[src/rtl/serial_add_sub.sv]
// rtl/serial_add_sub.sv - digit-serial adder/subtractor, D bits per clock over N/D cycles
module serial_add_sub #(
    parameter int N = 8,
    parameter int M = N,
    parameter int D = 1
) (
    input  logic         clk,
    input  logic         rst,
    input  logic         start,
    input  logic         sub,
    input  logic [N-1:0] A,
    input  logic [M-1:0] B,
    output logic         busy,
    output logic         done,
    output logic [N-1:0] S,
    output logic         CO,
    output logic         V,
    output logic         Z
);

    localparam int DIGITS = N / D;
    localparam int CW = (DIGITS > 1) ? $clog2(DIGITS) : 1;
    localparam logic [CW-1:0] LAST = CW'(DIGITS - 1);

    // Reject widths that cannot be split into whole digits
    if (D < 1 || D > N || (N % D) != 0 || M < 1 || M > N) begin : g_param_check
        $error("serial_add_sub: need 1 <= D <= N, N multiple of D, 1 <= M <= N");
    end

    typedef enum logic {
        IDLE,
        RUN
    } state_t;

    state_t state;
    state_t state_next;

    logic [N-1:0]  a_sr;
    logic [N-1:0]  b_sr;
    logic [N-1:0]  r_sr;
    logic [N-1:0]  r_full;
    logic [N-1:0]  bb;
    logic [D:0]    digit_sum;
    logic [D-1:0]  sum;
    logic          cout;
    logic          c;
    logic [CW-1:0] cnt;
    logic          last;

    assign busy = (state == RUN);
    assign last = (cnt == LAST);

    // B zero-extended to the full operand width
    always_comb begin
        bb        = '0;
        bb[M-1:0] = B;
    end

    // One digit of ripple addition; the new digit enters the result from the MSB side
    always_comb begin
        digit_sum = {1'b0, a_sr[D-1:0]} + {1'b0, b_sr[D-1:0]} + {{D{1'b0}}, c};
        sum       = digit_sum[D-1:0];
        cout      = digit_sum[D];
        r_full    = (r_sr >> D) | (N'(sum) << (N - D));
    end

    // State register
    always_ff @(posedge clk or posedge rst) begin
        if (rst) begin
            state <= IDLE;
        end else begin
            state <= state_next;
        end
    end

    // Next state: start only accepted while idle, run ends on the final digit
    always_comb begin
        state_next = state;
        case (state)
            IDLE:    if (start) state_next = RUN;
            RUN:     if (last)  state_next = IDLE;
            default: state_next = IDLE;
        endcase
    end

    // Operand shifting, carry chaining and result capture on the final digit
    always_ff @(posedge clk or posedge rst) begin
        if (rst) begin
            a_sr <= '0;
            b_sr <= '0;
            r_sr <= '0;
            c    <= 1'b0;
            cnt  <= '0;
            done <= 1'b0;
            S    <= '0;
            CO   <= 1'b0;
            V    <= 1'b0;
            Z    <= 1'b0;
        end else begin
            done <= 1'b0;
            if (state == IDLE) begin
                if (start) begin
                    a_sr <= A;
                    b_sr <= sub ? ~bb : bb;
                    c    <= sub;
                    cnt  <= '0;
                end
            end else begin
                a_sr <= a_sr >> D;
                b_sr <= b_sr >> D;
                r_sr <= r_full;
                c    <= cout;
                if (last) begin
                    cnt  <= '0;
                    S    <= r_full;
                    CO   <= cout;
                    // Low digit now holds the operand MSBs
                    V    <= (a_sr[D-1] == b_sr[D-1]) && (sum[D-1] != a_sr[D-1]);
                    Z    <= (r_full == '0);
                    done <= 1'b1;
                end else begin
                    cnt <= cnt + 1'b1;
                end
            end
        end
    end

endmodule
[config.mk]
export PLATFORM = sky130hd
export DESIGN_NAME = serial_add_sub
export DESIGN_NICKNAME = d
export VERILOG_FILES = /design/src/rtl/serial_add_sub.sv
export SDC_FILE = /design/constraint.sdc
export NUM_CORES = 1
export LEC_CHECK = 0
export CAP_MARGIN = 20
export CELL_PAD_IN_SITES_DETAIL_PLACEMENT = 0
export CELL_PAD_IN_SITES_GLOBAL_PLACEMENT = 1
export CORE_MARGIN = 5
export CORE_UTILIZATION = 41
export DETAILED_ROUTE_END_ITERATION = 7
export GPL_TIMING_DRIVEN = 1
export HOLD_SLACK_MARGIN = 0.02
export PLACE_DENSITY_LB_ADDON = 0.1
export SYNTH_ARGS = -nofsm -noshare
export SYNTH_HDL_FRONTEND = slang
export SYNTH_SLANG_ARGS = --single-unit
export TNS_END_PERCENT = 10
[constraint.sdc]
create_clock -name clk -period 1.99 [get_ports clk]
set_input_delay 0.398 -clock clk [delete_from_list [all_inputs] [get_ports clk]]
set_output_delay 0.398 -clock clk [all_outputs]
set_load 0.005 [all_outputs]
==> results of run 1 <==
state kept, by name, summed over array words and instances, names as in the netlist, 3 cells and up:
name / cells
S: 8
a_sr: 8
b_sr: 8
cnt: 3
r_sr: 7
per-layer routing:
layer,part of all wire,up-vias,global-route usage
li1,-,566,-
met1,0.43,554,0.1313
met2,0.49,29,0.1978
met3,0.064,6,0.04965
met4,0.014,0,0.04196
met5,0,-,0
cells by family after synthesis:
family / synth area share
flops: 0.5571
mux: 0.1999
simple gates: 0.06964
compound gates: 0.07034
buf+inv: 0.03899
xor+xnor: 0.03900
fa+ha+maj: 0.02507
worst max-delay path, delay by kind of cell, from the launching register on:
| family | cells | cell delay (ns) |
|---|---|---|
| AOI/OAI and AO/OA | 1 | 0.14 |
| adders and majority gates | 1 | 0.55 |
| and+or+nand+nor | 2 | 0.36 |
| DFF | 1 | 0.43 |
final cells by class:
type	count	area, µm²	share of cell area
clock buffer	6	72.57	0.03246
tap	52	65.06	0.02910
timing repair buffer	35	355.3	0.1589
clock inverter	1	5.005	0.002238
multi-input combinational	94	725.7	0.3246
inverter	3	11.26	0.005036
sequential	40	1001	0.4477
synth_stat cells:
master,count
a211oi_1,1
a21oi_1,1
a22o_1,2
and3b_1,1
buf_2,2
buf_4,2
buf_6,2
clkbuf_1,3
dfrtp_1,40
fa_1,1
ha_1,2
inv_1,3
mux2_2,11
mux2_4,5
mux2i_1,16
nand2_1,19
nand2_4,1
nand2b_1,1
nor2_1,4
nor4_1,2
o21ai_0,18
o22ai_1,1
xnor2_1,1
xor2_1,7
placed cells by master, fill, tap and decap left out, types with 3 or more instances in the layout:
| master | instances |
|---|---|
| mux2_2 | 11 |
| o21ai_0 | 18 |
| xor2_1 | 7 |
| mux2i_1 | 16 |
| dfrtp_1 | 40 |
| nand2_1 | 19 |
| clkbuf_8 | 5 |
| mux2_4 | 5 |
| inv_1 | 3 |
| clkdlybuf4s50_1 | 32 |
| nor2_1 | 4 |
path summary, 6_finish.rpt:
kind	cells after the start	endpoint	slack, ns	start
hold reg to reg	2	Z	0.48	Z
setup reg to reg	4	Z	0.43	a_sr[0]
max in group asynchronous	3	cnt[0]	1.11	rst
min in group asynchronous	3	S[3]	0.53	rst
setup / recovery	4	Z	0.43	a_sr[0]
hold / removal	2	Z	0.48	Z
metrics by stage:
step                  util  power [mW]  setup slack [ns]  std cells
floorplan                -       2.097            0.5552        146
global placement    0.5026       2.463            0.3320        224
detailed placement  0.5026       2.515            0.2687        224
CTS                 0.5207       3.036            0.4030        231
global route        0.5207       3.217            0.2778        231
finish              0.5207       2.969            0.4308        231
power by group:
group	internal [mW]	switching, mW
clock network	0.238	0.260
registers	1.17	0.229
logic	0.652	0.419
==> results.md, run 1 <==
- Status: finished, final reports clean
- Number of distinct library cells after synthesis: 24
- Fmax: between 600 and 700 MHz
- Worst path max stage delay: 0.55 ns
- CTS buffer count: 5
- Area Growth Syn to Fin: 24.44%
- Post CTS Setup Buffer Count: 0
- Resize count post-CTS: 0
- Routed len/inst: 13.42 µm
- Slowest cell on crit path: fa_1
- Initial cell density of the core: 0.4184
- Antenna violations before repair: 0
- IO Pins: 33
- Layout fillers: 399
- Relative slew slack: 0.6670
- Number of core rows: 24
- Placer's final routability congestion estimate: 0.6719
- Via density: 5.000
- Pre-Repair DR Iteration Count: 4
- Post-Syn Area: 1797 µm²
- Worst hold slack: 0.4803 ns
- Period minus WS final: 1.559 ns
- Die X: 76.20 µm
- Remaining DRCs: 0
- Worst-Margin Slew: 0.4996 ns
- Avg Inst Size Synth: 12.31 µm²
- Synth Net Count: about 170
- Max Cap Violations: 0
- FF+latch count, synth: 40
- Clock Skews: a little over 0.004 ns
- Initial drt markers: 33
- Port bufs: 32
- Max H-tree Level: 2
- Total GRT Usage: 0.1171
- Vias post-DR: roughly 1200
- Synth warn: 0
- Min-delay worst type: flip-flop to flip-flop
- Worst Setup End Kind: flip-flop
- Max Slew Vio Count: 0
- Vias in the first global route: 1178
- Maximum vdd drop: 0.3827 mV
- Post-synthesis sequential area ratio: 0.5571
- Clock sinks: 40
- Drt total wl: about 3100 µm
- Final hold violation count: 0
- Dpl cell area: ~2200 µm²
- Post-detail-place hpwl: between 2000 and 2500 µm
- Design Area, Final: 2236 µm²
- Largest net degree at the start of global routing: between 40 and 50
- CTS root buffer: clkbuf_8
- Largest cells by area after synthesis: dfrtp_1 (56%), mux2i_1 (8.9%), mux2_2 (6.9%), o21ai_0 (5.0%), mux2_4 (4.2%)
- DIE AREA: 5806 µm²
- Wire length of the first global-routing pass: around 5400 µm
- Longest Clk Path Bufs: 2
- CP Cell Sequence: fa_1, nor4_1, nand2_1, o21ai_0
- Final Net Count: 202
- Top cell type by total area after synthesis: dfrtp_1
- Core ar.: 4294 µm²
- Mapped Cells: 146
- WP data arrival: 1.77 ns
- Clock latency at the later pin of the worst-skew pair: 0.29 ns
- Critical path class: flip-flop to flip-flop
- Period utilization: 0.7835
- Top cell type's share of synthesized area: 0.5571
- Pleak: between 1 and 1.5 nW
- Layout cells sized above 1: 0.1453
- RSZ-0062 raised after global routing: no
- Die Height: ~76 µm
- Clk pin slew, worst setup/hold paths: ~0.070 ns
- Ant diodes: 0
- Final TNS setup: 0 ns
- Setup violations, final: 0
- Max FO, Critical Path: 5
- Cts hold-fix bufs: 0
- Total global routing overflow: 0
- Startpoint types: flip-flop
- CTS tree: built
- ANT nets after route: 0
- Power density cells: around 1300 nW/µm²
- Req. time, crit path: between 2 and 2.5 ns
Note: power is estimated with default switching activity, not from simulation.
==> inputs of run 2 (changes only) <==
==> constraint.sdc (replaced) <==
create_clock -name clk -period 1.45 [get_ports clk]
set_input_delay 0.29 -clock clk [delete_from_list [all_inputs] [get_ports clk]]
set_output_delay 0.29 -clock clk [all_outputs]
set_load 0.005 [all_outputs]
==> results.md, run 2 (synthesis results as in run 1) <==
- DP Cell Count: 232 (+3.6%)
- Period utilization: 1.020 (+0.2363)
- Remaining DRCs: 0 (unchanged)
- DIE AREA: 5806 µm² (unchanged)
- Delay-heaviest family, CP: adder cells
- Pre-Repair DR Iteration Count: 4 (unchanged)
- Final Net Count: 211 (+4.5%)
- Pleak: 1.157 nW (+12%)
- CTS buffer count: 5 (unchanged)
- Total global routing overflow: 0 (unchanged)
- Final Power: 4.278 mW (+44%)
- Slowest cell on crit path: fa_1
- Wire length of the first global-routing pass: 5637 µm (+3.5%)
- Worst slack, placed: -0.06562 ns (-0.3343 ns)
- Drt total wl: 3257 µm (+5.1%)
- Worst Setup End Kind: flip-flop
- Worst path max stage delay: 0.53 ns (-0.02 ns)
- Layout cells sized above 1: 0.1958 (+0.05052)
- Ant diodes: 0 (unchanged)
- Clock sinks: 40 (unchanged)
- Min-delay worst type: primary input to async pin
- Period minus WS final: 1.479 ns (-0.08045 ns)
- RSZ-0062 raised after global routing: yes
- Longest Clk Path Bufs: 2 (unchanged)
- Vias post-DR: 1172 (+1.5%)
- Largest net degree at the start of global routing: 41 (-13%)
- Port bufs: 32 (unchanged)
- Biggest regs: S (8), a_sr (8), b_sr (8)
- Clock Skews: 0.003890 ns (-0.0001701 ns)
- Req. time, crit path: 1.62 ns (-0.58 ns)
- Area Growth Syn to Fin: 31.13%
- CTS tree: built
- Clock latency at the later pin of the worst-skew pair: 0.28 ns (about the same)
- Final TNS setup: -0.05424 ns (-0.05424 ns)
- Failing checks: negative setup slack
- Total GRT Usage: 0.1175 (+0.0003656)
- Max FO, Critical Path: 4 (-1)
- Max Slew Vio Count: 0 (unchanged)
- Post-layout util: 0.5487 (+0.02797)
- Die X: 76.20 µm (unchanged)
- Via density: 4.863 (-2.7%)
- Routed len/inst: 13.51 µm (+0.74%)
- Antenna violations before repair: 0 (unchanged)
- Clk pin slew, worst setup/hold paths: 0.07 ns (about the same)
- Reg2reg end: S[7]
- IO Pins: 33 (unchanged)
- CP Buf/Inv Count: 1 (+1)
- Startpoint types: flip-flop
- Placer's final routability congestion estimate: 0.7160 (+6.6%)
- Cts hold-fix bufs: 0 (unchanged)
- Relative slew slack: 0.7939 (+0.1270)
- Final Non-Filler Cells: 241 (+4.3%)
- Initial cell density of the core: 0.4184 (unchanged)
- Fmax: 676.3 MHz (+5.4%)
- Worst Reg-to-Reg Cells: 3 (-1)
- Worst path depth: 3 (-1)
- Final worst setup slack: -0.02873 ns (-0.4596 ns)
- Setup violations, final: 2 (+2)
- Max H-tree Level: 2 (unchanged)
- ANT nets after route: 0 (unchanged)
- Post-detail-place hpwl: 2330 µm (+11%)
- CP Cell Sequence: fa_1, buf_4, mux2_4
- Die Height: 76.20 µm (unchanged)
- WP data arrival: 1.65 ns (-0.12 ns)
- Number of core rows: 24 (unchanged)
- Max Cap Violations: 0 (unchanged)
- Worst-Margin Slew: 0.3091 ns (-0.1905 ns)
- CTS root buffer: clkbuf_8
- Most frequent cells in the layout: dfrtp_1 (40), clkdlybuf4s50_1 (21), nand2_1 (19)
- Most common cell after layout, fill and taps aside: dfrtp_1
- Vias in the first global route: 1235 (+4.8%)
- Final hold violation count: 0 (unchanged)
- Status: finished, violations left
- R2R setup slack: -0.03 ns (-0.46 ns)
- Initial drt markers: 30 (-9.1%)
- Critical path origin: c
- Reg2reg start: c
- Critical path class: flip-flop to flip-flop
- Power density cells: 1816 nW/µm² (+37%)
- Maximum vdd drop: 0.7560 mV (+98%)
- Core ar.: 4294 µm² (unchanged)
- Worst setup path endpoint: S[7]
## run 2: what timing repair did
item,CTS,global route
pin swaps,3,1
buffers inserted,1,0
resized for setup,5,10
endpoints found under the setup margin,11,14
## run 2: cell type report
cell class | instances | area (µm²)
inverters | 3 | 11.26
repair buffers | 44 | 447.9
multi-input cells | 94 | 740.7
fillers | 358 | 1938
flip-flops and latches | 40 | 1001
clock buffers | 8 | 90.09
well taps | 52 | 65.06
## run 2: metal layers
| metal | global-route usage | vias up | routed length, µm |
|---|---|---|---|
| li1 | - | 580 | - |
| met1 | 0.1370 | 562 | 1367 |
| met2 | 0.2089 | 25 | 1698 |
| met3 | 0.02719 | 5 | 151 |
| met4 | 0.04196 | 0 | 40 |
| met5 | 0 | - | 0 |
## run 2: through the flow
step / hold WS (ns) / area, µm²
final: 0.3554 / 2356
after global routing: 0.4083 / 2356
after CTS: 0.3676 / 2326
after detailed placement: 0.4699 / 2231
after global placement: 0.4635 / 2231
after floorplan: 0.4463 / 1797
## run 2: power breakdown
group	leakage, nW	switching, mW	internal [mW]
registers	0.495	0.299	1.61
logic	0.617	0.657	0.972
clock network	0.0455	0.356	0.388
## run 2: how the worst min path moves through the flow
stage / depth (start not counted) / endpoint / slack, ns
after global placement: 2 / b_sr[3] / 0.46
after CTS: 3 / S[4] / 0.37
after detailed placement: 2 / V / 0.47
after global routing: 3 / a_sr[4] / 0.41
final: 3 / S[4] / 0.36
after floorplan: 2 / a_sr[7] / 0.45
## run 2: tightest hold or removal path, delay by kind of cell
kind | cells | cell delay (ns)
buffers and inverters | 3 | 0.71
